[config.mk]
export PLATFORM = sky130hd
export DESIGN_NAME = timer_controller
export DESIGN_NICKNAME = d
export VERILOG_FILES = /design/src/rtl/timer_controller.sv
export SDC_FILE = /design/constraint.sdc
export NUM_CORES = 1
export LEC_CHECK = 0
export BUFFER_PORTS_ARGS = -buffer_cell sky130_fd_sc_hd__buf_2
export CAP_MARGIN = 20
export CORE_MARGIN = 2
export CORE_UTILIZATION = 53
export CTS_BUF_LIST = sky130_fd_sc_hd__clkbuf_2
export CTS_CLUSTER_DIAMETER = 150
export CTS_CLUSTER_SIZE = 12
export DETAILED_ROUTE_END_ITERATION = 12
export PLACE_DENSITY = 0.73
export SETUP_SLACK_MARGIN = 0.5
export SYNTH_ARGS = -nofsm -noshare
export SYNTH_HDL_FRONTEND = slang
export SYNTH_SLANG_ARGS = --single-unit
[constraint.sdc]
create_clock -name clk -period 2.3 [get_ports clk]
set_clock_uncertainty 0.2 [all_clocks]
set_input_delay 0.115 -clock clk [delete_from_list [all_inputs] [get_ports clk]]
set_output_delay 0.115 -clock clk [all_outputs]
set_load 0.005 [all_outputs]
[src/rtl/timer_controller.sv]
// Button-driven sequencing controller for the two-digit BCD adder datapath:
// turns button edges into one-cycle add/sub/clear commands and runs the countdown.
module timer_controller #(
    parameter int TICKS_PER_UNIT = 50_000_000,
    parameter int ALARM_TICKS    = 250_000_000
) (
    input  logic       clk,
    input  logic       reset,
    input  logic       btn_add,
    input  logic       btn_sub,
    input  logic       btn_start,
    input  logic       btn_clear,
    input  logic [3:0] q1,
    input  logic [3:0] q2,
    output logic       add,
    output logic       sub,
    output logic       dp_clear,
    output logic       running,
    output logic       alarm,
    output logic [1:0] state
);

    localparam int PW = $clog2(TICKS_PER_UNIT);
    localparam int AW = $clog2(ALARM_TICKS);
    localparam logic [PW-1:0] PRESC_LAST = PW'(TICKS_PER_UNIT - 1);
    localparam logic [AW-1:0] ALARM_LAST = AW'(ALARM_TICKS - 1);

    localparam int B_ADD   = 0;
    localparam int B_SUB   = 1;
    localparam int B_START = 2;
    localparam int B_CLR   = 3;

    typedef enum logic [1:0] {
        ST_SET   = 2'd0,
        ST_RUN   = 2'd1,
        ST_PAUSE = 2'd2,
        ST_DONE  = 2'd3
    } state_t;

    logic [3:0]    r_sync1, r_sync2, r_sync3, r_edge;
    state_t        r_state, w_state_nx;
    logic [PW-1:0] r_presc, w_presc_nx;
    logic [AW-1:0] r_alarm_cnt, w_alarm_nx;
    logic          r_add, r_sub, r_clr, r_running, r_alarm, r_start_hold;
    logic          w_add_nx, w_sub_nx, w_clr_nx, w_hold_nx;
    logic          w_settle, w_zero, w_full, w_start;

    // NOTE: sequential state uses non-blocking assignments so every flop
    // samples the pre-edge values, independent of statement order.
    always_ff @(posedge clk or posedge reset) begin
        if (reset) begin
            r_sync1 <= '0;
            r_sync2 <= '0;
            r_sync3 <= '0;
            r_edge  <= '0;
        end else begin
            r_sync1 <= {btn_clear, btn_start, btn_sub, btn_add};
            r_sync2 <= r_sync1;
            r_sync3 <= r_sync2;
            r_edge  <= r_sync2 & ~r_sync3;
        end
    end

    // The count seen in the cycle carrying a pulse is stale; it is only trusted afterwards.
    assign w_settle = r_add | r_sub | r_clr;
    assign w_zero   = ({q2, q1} == 8'h00);
    assign w_full   = ({q2, q1} == 8'h99);
    // A start edge that lands on a stale count is acted on one cycle later.
    assign w_start  = r_edge[B_START] | r_start_hold;

    // NOTE: every variable gets a default before any branch, so no latch can be inferred.
    always_comb begin
        w_state_nx = r_state;
        w_presc_nx = r_presc;
        w_alarm_nx = r_alarm_cnt;
        w_add_nx   = 1'b0;
        w_sub_nx   = 1'b0;
        w_clr_nx   = 1'b0;
        w_hold_nx  = 1'b0;
        if (r_edge[B_CLR]) begin
            w_clr_nx   = 1'b1;
            w_presc_nx = '0;
            w_state_nx = ST_SET;
        end else begin
            case (r_state)
                ST_SET, ST_PAUSE: begin
                    if (w_start) begin
                        if (w_settle) begin
                            w_hold_nx = 1'b1;
                        end else if (w_zero) begin
                            w_state_nx = ST_SET;
                        end else begin
                            w_state_nx = ST_RUN;
                            if (r_state == ST_SET) w_presc_nx = '0;
                        end
                    end else if (!w_settle) begin
                        if (r_edge[B_ADD] && !r_edge[B_SUB] && !w_full) w_add_nx = 1'b1;
                        if (r_edge[B_SUB] && !r_edge[B_ADD] && !w_zero) w_sub_nx = 1'b1;
                    end
                end
                ST_RUN: begin
                    if (!w_settle && w_zero) begin
                        w_state_nx = ST_DONE;
                        w_alarm_nx = '0;
                    end else begin
                        if (r_presc == PRESC_LAST) begin
                            w_presc_nx = '0;
                            w_sub_nx   = 1'b1;
                        end else begin
                            w_presc_nx = r_presc + 1'b1;
                        end
                        if (r_edge[B_START]) w_state_nx = ST_PAUSE;
                    end
                end
                ST_DONE: begin
                    if ((|r_edge) || (r_alarm_cnt == ALARM_LAST)) begin
                        w_state_nx = ST_SET;
                    end else begin
                        w_alarm_nx = r_alarm_cnt + 1'b1;
                    end
                end
                default: w_state_nx = ST_SET;
            endcase
        end
    end

    always_ff @(posedge clk or posedge reset) begin
        if (reset) begin
            r_state      <= ST_SET;
            r_presc      <= '0;
            r_alarm_cnt  <= '0;
            r_add        <= 1'b0;
            r_sub        <= 1'b0;
            r_clr        <= 1'b0;
            r_running    <= 1'b0;
            r_alarm      <= 1'b0;
            r_start_hold <= 1'b0;
        end else begin
            r_state      <= w_state_nx;
            r_presc      <= w_presc_nx;
            r_alarm_cnt  <= w_alarm_nx;
            r_add        <= w_add_nx;
            r_sub        <= w_sub_nx;
            r_clr        <= w_clr_nx;
            r_running    <= (w_state_nx == ST_RUN);
            r_alarm      <= (w_state_nx == ST_DONE);
            r_start_hold <= w_hold_nx;
        end
    end

    assign add      = r_add;
    assign sub      = r_sub;
    assign dp_clear = r_clr;
    assign running  = r_running;
    assign alarm    = r_alarm;
    assign state    = r_state;

endmodule

==> flow_summary.toml, run 1 <==
[synthesis]
async_reset_ff_share_pct = 100
synth_top_area_share_pct = 46.8
ys_seq_area_share_pct = 46.8
ys_top_cells_by_area = "dfrtp_1 (47%), a21oi_1 (5.8%), nand3_1 (4.1%), o31ai_1 (3.6%), or4_1 (3.2%)"
synth_ff_type = "dfrtp_1"
synth_nets = 452
synth_edf_count = 0
post_synth.cell_area_avg_sq_um = 9.56
syn_area_sq_mm = 0.00417
syn_inst = 436
synth_cell_type_count = 54
yosysTopAreaCell = "dfrtp_1"
ys_ff_latch = 78
yosys_warnings = 0

[run_status]
status = "finished with violations"
violations = "negative hold slack, negative setup slack"

[global_routing]
grt_overflow = 0
first_global_vias = 4314
grt_usage_pct = 30.4
grt_use_met1_pct = 35.6
grt_pass1_wl_microns = 20500
grt.busiest_layer = "met2"
grt_max_degree = 33
grt.met2_usage_pct = 54.7
antenna_found_initial = 0
met3_usage_pct = 5.21

[pwr]
p_leak_nw = 2.43
powerDensity_mw_per_mm2 = 508
ir_drop_v = 0.000493
p_total_mw = 2.95

[cts]
cts_tree = "done"
clock_sinks = 78
cts_buffer_depth = 2
clkTransAtPathRegs_ps = 230
postCtsHoldBufs = 15
worstSkewPairLatency_ps = 590
cts-root-buf = "clkbuf_2"
cts_max_level = 3
numCtsBuffers = 9

[worst_setup_path]
path_cells = "buf_6 -> buf_6 -> nor4bb_4 -> nand4_1 -> o21ai_4 -> buf_12 -> buf_4 -> o31ai_4 -> a21oi_2"
worst-path-max-fanout = 17
worst-setup-path-type = "reg -> reg"
required_ps = 2610
end_kind = "flip-flop"
crit_buf_inv = 4
cp-start-kind = "flip-flop"
reg2reg_depth = 9
cp.depth = 9
crit_top_cell = "buf_6"
crit_path_top_delay_cell = "dfrtp_1"
slowest_delay_ps = 490
cp_top_family = "buffers and inverters"
arrival_ps = 2690

[cells_and_area]
nets = 569
diodes = 0
postLayoutCellArea_sq_mm = 0.00582
fin_cells = 660
nFillCells = 500
drive_gt1_share_pct = 35.7
area_growth_pct = 39.5

[placed_design]
place_hpwl_microns = 7230
place_congestion = 0.911
placed_cell_area_sq_mm = 0.00495
dp.cells = 595
io_buffers = 20

[sta]
slew_viol_final = 0
period_needed_ps = 2380
rsz0062_at_grt = "true"
worst_slew_pin_slew_ps = 751
slew_headroom_pct = 49.9
timing.final.crit_share_pct = 104
fin_ws_ps = -81.7
setup_violations = 20
hold_viol = 2
holdWs_ps = -148
fmax_mhz = 420

[routing]
dr.pass1.iters = 5
first_iter_violations = 401
vias = 4340
drt-total-wl_microns = 13200
ant_nets = 0
routedWlPerCell_microns = 20.0
drc = 0
drt-vias-per-instance = 6.58

[floorplanning]
die_y_microns = 92.7
rows = 32
fp.dieArea_sq_mm = 0.00859
die_w_microns = 92.7
initial_utilization_pct = 54.2
coreArea_sq_mm = 0.00769
pin_count = 21

[worst_hold_path]
worstHoldPathCells = 4
hp-class = "in -> reg"

[run]
drv_cap = 0
-- power by group --
| part | leakage (nW) | switching, mW | internal, mW | total [mW] |
|---|---|---|---|---|
| Combinational | 1.31 | 0.373 | 0.287 | 0.660 |
| Clock | 0.0769 | 0.576 | 0.276 | 0.852 |
| Sequential | 1.05 | 0.0277 | 1.41 | 1.44 |
-- through the flow --
step,setup slack [ps],utilization [%],setup TNS [ps]
finish,-81.7,75.7,-494
global route,-119,75.7,-2480
CTS,8.37,72.8,0
detailed placement,-107,64.4,-299
global placement,-7.03,64.4,-12.0
floorplan,-12.3,-,-12.3
-- state kept, by name (all words and copies together) (netlist names) --
name	flops
add	1
alarm	1
dp_clear	1
r_alarm_cnt	28
r_edge	4
r_presc	26
r_start_hold	1
r_sync1	4
r_sync2	4
r_sync3	4
running	1
state	2
sub	1
-- final timing paths --
path                            startpoint         endpoint  slack, ps
setup / recovery           r_alarm_cnt[11]  r_alarm_cnt[25]        -80
hold / removal                       q1[0]         state[0]       -150
setup reg to reg           r_alarm_cnt[11]  r_alarm_cnt[25]        -80
hold reg to reg                 r_sync1[2]       r_sync2[2]        190
max in group asynchronous            reset       r_presc[8]       1180
min in group asynchronous            reset   r_alarm_cnt[2]         10
-- synth_stat cells (2+ instances only) --
master	count
and3_1	7
a31oi_1	4
buf_2	6
nand3_1	34
and4_1	2
nor3_1	3
buf_4	4
nand3b_1	3
nand2_1	29
or2_2	3
or4_4	4
nor4bb_1	2
nor4b_1	3
nor4_2	2
and2_1	3
o31a_1	5
dfrtp_1	78
nand2b_1	7
nor2_1	19
inv_1	11
nor2b_1	5
nand4_1	21
mux2i_1	13
nor4_1	17
or4b_2	3
ha_1	2
a41oi_1	4
a21o_1	2
or4_1	18
mux2_2	2
o21ai_0	14
a21oi_1	48
o21a_1	6
o31ai_1	20
nand4_2	2
clkbuf_1	12
-- layout by cell type (no fill, tap or decap), types with 5 or more instances in the layout --
master / count
dfrtp_1: 76
buf_4: 70
a21oi_1: 38
nand3_1: 33
nand2_1: 27
nand4_1: 21
buf_2: 21
nor2_1: 18
o31ai_1: 18
dlygate4sd3_1: 15
mux2i_1: 13
or4_4: 12
buf_6: 12
or4_1: 11
inv_1: 10
clkbuf_2: 9
nor4_4: 8
nor4_1: 8
a21oi_2: 8
o21ai_0: 8
and3_1: 7
nand2b_1: 7
buf_12: 6
o31a_1: 5
o21a_1: 5
a21oi_4: 5
o21ai_1: 5
-- kinds of logic (layout without fill, tap and decap cells) --
kind of cell | Yosys count | after routing | synth area share, %
multiplexers | 15 | 15 | 3.66
AO/OA/AOI/OAI | 113 | 116 | 17.3
adder cells (fa/ha/maj) | 2 | 2 | 0.600
buffers and inverters | 34 | 152 | 3.78
AND/OR/NAND/NOR | 194 | 195 | 27.9
flip-flops | 78 | 78 | 46.8
-- what timing repair did --
item,CTS,global route
cloned,4,1
setup buffers,17,12
endpoints found under the setup margin,59,60
pin swaps,26,10
hold endpoints to repair,92,2
gates resized for setup,38,27
-- routing by layer --
| metal | part of all wire, % | wire (microns) |
|---|---|---|
| met1 | 38 | 4970 |
| met2 | 53 | 7040 |
| met3 | 6.3 | 836 |
| met4 | 2.5 | 329 |
| met5 | 0 | 0 |
-- cell type report --
class / instances / area, sq um / area share (%)
repair buffers: 125 / 1050 / 18.1
clock inverters: 7 / 86.3 / 1.48
flip-flops and latches: 78 / 1950 / 33.6
well taps: 102 / 128 / 2.19
inverters: 11 / 45.0 / 0.774
clock buffers: 9 / 45.0 / 0.774
multi-input cells: 328 / 2510 / 43.1
-- worst min-delay path, stage by stage --
cell and delay, ps:
buf_2 110, or4_4 170, o21ai_0 120, nand2_1 80
Note: power is estimated with default switching activity, not from simulation.
==> run 2: changes to the inputs <==
TNS_END_PERCENT = 10   (was not set)
==> flow_summary.toml, run 2 (synthesis gave the netlist of run 1 again) <==
[cts]
cts-root-buf = "clkbuf_2"
clkTransAtPathRegs_ps = 280
cts_max_level = 3
cts_buffer_depth = 2
clock_sinks = 78
cts_tree = "done"
numCtsBuffers = 9
worstSkewPairLatency_ps = 560

[floorplanning]
coreArea_sq_mm = 0.00769
rows = 32
fp.dieArea_sq_mm = 0.00859
pin_count = 21
initial_utilization_pct = 54.2
die_w_microns = 92.7
die_y_microns = 92.7

[worst_hold_path]
worstHoldPathCells = 7
min-delay-start = "q2[2]"
hp-class = "in -> reg"

[worst_setup_path]
path_cells = "nand4_2 -> or4_4 -> or4_4 -> o31a_1 -> o21a_1"
crit_top_cell = "or4_4"
required_ps = 2590
end_kind = "flip-flop"
worst-path-max-fanout = 3
crit_path_top_delay_cell = "or4_4"
crit_start = "r_alarm_cnt[2]"
slowest_delay_ps = 570
worst-setup-path-type = "reg -> reg"
arrival_ps = 2590
r2r-start = "r_alarm_cnt[2]"
cp-start-kind = "flip-flop"
reg2reg_depth = 5

[routing]
ant_nets = 0
drt-total-wl_microns = 12800
vias = 4306
drt-vias-per-instance = 6.61
dr.pass1.iters = 5
drc = 0
routedWlPerCell_microns = 19.6
first_iter_violations = 311

[sta]
slew_headroom_pct = 60.7
fin_ws_ps = -4.14
period_needed_ps = 2300
hold_viol = 0
worst_slew_pin_slew_ps = 590
setup_tns_ps = -4.14
timing.final.crit_share_pct = 100
rsz0062_at_grt = "true"
fmax_mhz = 434
slew_viol_final = 0
setup_violations = 1

[cells_and_area]
nFillCells = 494
largest_reg_flops = 28
largest-register = "r_alarm_cnt"
final_util_pct = 74.6
nets = 560
drive_gt1_share_pct = 36.6
top_regs = "r_alarm_cnt (28), r_presc (26)"
diodes = 0
final_common_cell = "dfrtp_1"
area_growth_pct = 37.4
layout_common_cells = "dfrtp_1 (75), buf_4 (70), nand3_1 (33)"

[pwr]
p_leak_nw = 2.35
p_total_mw = 3.00
ir_drop_v = 0.000591
powerDensity_mw_per_mm2 = 524

[placed_design]
place_hpwl_microns = 6960
io_buffers = 20
place_congestion = 0.875

[run_status]
status = "finished with violations"
violations = "negative setup slack"

[run]
drv_cap = 0

[global_routing]
grt_pass1_wl_microns = 19100
first_global_vias = 3972
grt_overflow = 0
grt_usage_pct = 28.0
antenna_found_initial = 0
grt_max_degree = 49
run 2: changes by cell type in the layout (fill, tap and decap cells not counted), sizes merged:
| cell | delta |
|---|---|
| buf | -8 |
| a21oi | -3 |
| clkbuf | +2 |
| clkinv | +1 |
| clkinvlp | -1 |
run 2: what timing repair did:
item,in CTS,in global routing
hold buffers,15,0
endpoints found under the hold margin,86,0
setup endpoints to repair,59,59
cloned,3,2
gates resized for setup,14,66
pin swaps,11,36
setup buffers,4,13
run 2: critical path: cells and delay by family, from the launching register on:
kind	cells	cell delay, ps
AOI/OAI and AO/OA	2	430
DFF	1	460
and+or+nand+nor	3	1150
run 2: area by class of cell:
class	count	area, sq um	share of cell area [%]
Clock buffer	9	45.0	0.786
Tap cell	102	128	2.23
Clock inverter	7	80.1	1.40
Multi-Input combinational cell	325	2470	43.0
Sequential cell	78	1960	34.1
Timing Repair Buffer	119	1010	17.7
Inverter	11	42.5	0.742
run 2: stage by stage:
step                setup slack, ps  instance area, sq um  instances  hold slack, ps
finish                        -4.14                  5730        651            16.2
global route                  -81.4                  5730        651           -4.61
CTS                            31.6                  5300        636            18.7
detailed placement            -69.3                  4870        598           -5.49
global placement              -18.4                  4870        598           -12.8
floorplan                     -12.3                  4260        436           -53.6
run 2: routing by layer:
layer  GRT usage, %  wire length (microns)  up-vias  part of all wire [%]
met5              0                      0        -                     0
met1           35.4                   5110     2129                    40
met2           47.6                   6510      230                    51
met4           12.6                    358        0                   2.8
met3           4.39                    818       40                   6.4
li1               -                      -     1907                     -
run 2: power breakdown:
part           leakage [nW]  switching, mW  internal, mW  total (mW)
registers              1.05         0.0336          1.42        1.45
clock network        0.0752          0.570         0.270       0.839
logic                  1.22          0.399         0.314       0.713
total                  2.35           1.00          2.00        3.00
run 2: final timing paths:
| path | slack (ps) | endpoint |
|---|---|---|
| min reg2reg | 180 | r_sync2[3] |
| min in group asynchronous | 450 | r_alarm_cnt[15] |
| max in group asynchronous | 750 | r_edge[3] |
| max | -4 | r_alarm_cnt[26] |
| min | 20 | r_alarm_cnt[19] |
| max reg2reg | -4 | r_alarm_cnt[26] |
==> run 3: changes to the inputs <==
CORE_MARGIN = not set   (was 2)
CTS_BUF_LIST = not set   (was sky130_fd_sc_hd__clkbuf_2)
TNS_END_PERCENT = not set   (was 10)
==> flow_summary.toml, run 3 (synthesis gave the netlist of run 1 again) <==
[global_routing]
grt.met2_usage_pct = 59.7
met3_usage_pct = 5.81
grt_pass1_wl_microns = 22700
grt_overflow = 0
grt_use_met1_pct = 41.0
first_global_vias = 4664
grt_usage_pct = 35.1
grt_max_degree = 49
antenna_found_initial = 0
grt.busiest_layer = "met2"

[pwr]
p_leak_nw = 2.60
ir_drop_v = 0.000477
powerDensity_mw_per_mm2 = 555

[cells_and_area]
final_util_pct = 86.5
final_common_cell = "dfrtp_1"
drive_gt1_share_pct = 47.4
nets = 579
postLayoutCellArea_sq_mm = 0.00644
top_regs = "r_alarm_cnt (28), r_presc (26)"
area_growth_pct = 54.4
largest-register = "r_alarm_cnt"
diodes = 0
layout_common_cells = "dfrtp_1 (77), buf_4 (69), nand3_1 (30)"
largest_reg_flops = 28

[routing]
dr.pass1.iters = 6
drc = 0
first_iter_violations = 571
vias = 4847
drt-vias-per-instance = 7.27
routedWlPerCell_microns = 25.9
ant_nets = 0
drt-total-wl_microns = 17300

[sta]
rsz0062_at_grt = "true"
hold_viol = 0
period_needed_ps = 2370
slew_viol_final = 0
fmax_mhz = 422
setup_violations = 12
timing.final.crit_share_pct = 103
worst_slew_pin_slew_ps = 800
setup_tns_ps = -331
slew_headroom_pct = 46.2
fin_ws_ps = -72.0

[cts]
cts_tree = "done"
cts-root-buf = "clkbuf_8"
clkTransAtPathRegs_ps = 100
worstSkewPairLatency_ps = 380
cts_max_level = 3
numCtsBuffers = 9
clock_sinks = 78
cts_buffer_depth = 2

[floorplanning]
initial_utilization_pct = 56.0
rows = 31
coreArea_sq_mm = 0.00745
die_y_microns = 90.7
pin_count = 21
fp.dieArea_sq_mm = 0.00823
die_w_microns = 90.7

[worst_setup_path]
end_kind = "flip-flop"
worst-path-max-fanout = 5
arrival_ps = 2430
worst-setup-path-type = "reg -> reg"
required_ps = 2360
cp-start-kind = "flip-flop"

[placed_design]
place_congestion = 0.857
io_buffers = 20
place_hpwl_microns = 7180
placed_cell_area_sq_mm = 0.00494

[run]
drv_cap = 0

[worst_hold_path]
hp-class = "in -> reg"

[run_status]
violations = "negative setup slack"
status = "finished with violations"
-- run 3: cell types whose count changed in the layout (fill, tap and decap cells not counted), sizes merged --
cell | before | now
clkbuf | 11 | 10
clkinvlp | 1 | 2
inv | 14 | 15
bufbuf | 0 | 1
buf | 102 | 125
a21oi | 48 | 51
dlygate4sd3 | 15 | 8
clkinv | 2 | 0
-- run 3: through the flow --
stage	power [mW]	setup slack (ps)	hold WS (ps)	std cells
after global routing	3.67	-116	37.5	667
final	3.57	-72.0	24.3	667
after global placement	1.92	-0.154	-37.4	593
after detailed placement	1.94	-81.7	-32.7	593
after CTS	3.35	2.45	24.9	649
after floorplan	1.78	-12.3	-53.6	436
-- run 3: layout make-up --
class	instances	area, sq um
clock buffer	9	124
clock inverter	7	86.3
fill	317	1010
inverter	11	45.0
multi-input combinational	328	2830
sequential	78	1950
tap	99	124
timing repair buffer	135	1280
-- run 3: timing repair --
action | in CTS | in global routing
pin swaps | 34 | 40
endpoints found under the hold margin | 85 | 0
hold buffers | 8 | 0
cloned | 11 | 1
resized for setup | 84 | 74
setup buffers | 21 | 17
endpoints found under the setup margin | 58 | 59
-- run 3: where the power goes --
part | switching, mW | internal, mW | total (mW)
Clock | 0.625 | 0.528 | 1.15
Sequential | 0.0336 | 1.41 | 1.44
Combinational | 0.528 | 0.445 | 0.973
-- run 3: path summary, 6_finish.rpt --
kind                                 start               to  slack [ps]  depth (start not counted)
worst min-delay path                 q2[3]              sub          20                          3
max in group asynchronous            reset  r_alarm_cnt[17]        1160                          4
worst min register to register  r_sync1[2]       r_sync2[2]         160                          0
min in group asynchronous            reset       r_sync2[1]         100                          3
worst max-delay path                   sub  r_alarm_cnt[21]         -70                          7
worst max register to register         sub  r_alarm_cnt[21]         -70                          7
-- run 3: layer usage --
metal,part of all wire [%],wire [microns],vias up
met4,7.6,1320,0
li1,-,-,1951
met3,9.8,1690,147
met5,0,0,-
met2,49,8450,440
met1,34,5800,2309
-- run 3: critical path, stage by stage, from the launching register on --
cell,delay [ps]
dfrtp_1,400
or3_4,420
o31ai_4,190
buf_6,170
buf_4,140
nand4_4,160
o31a_1,360
o21a_1,210
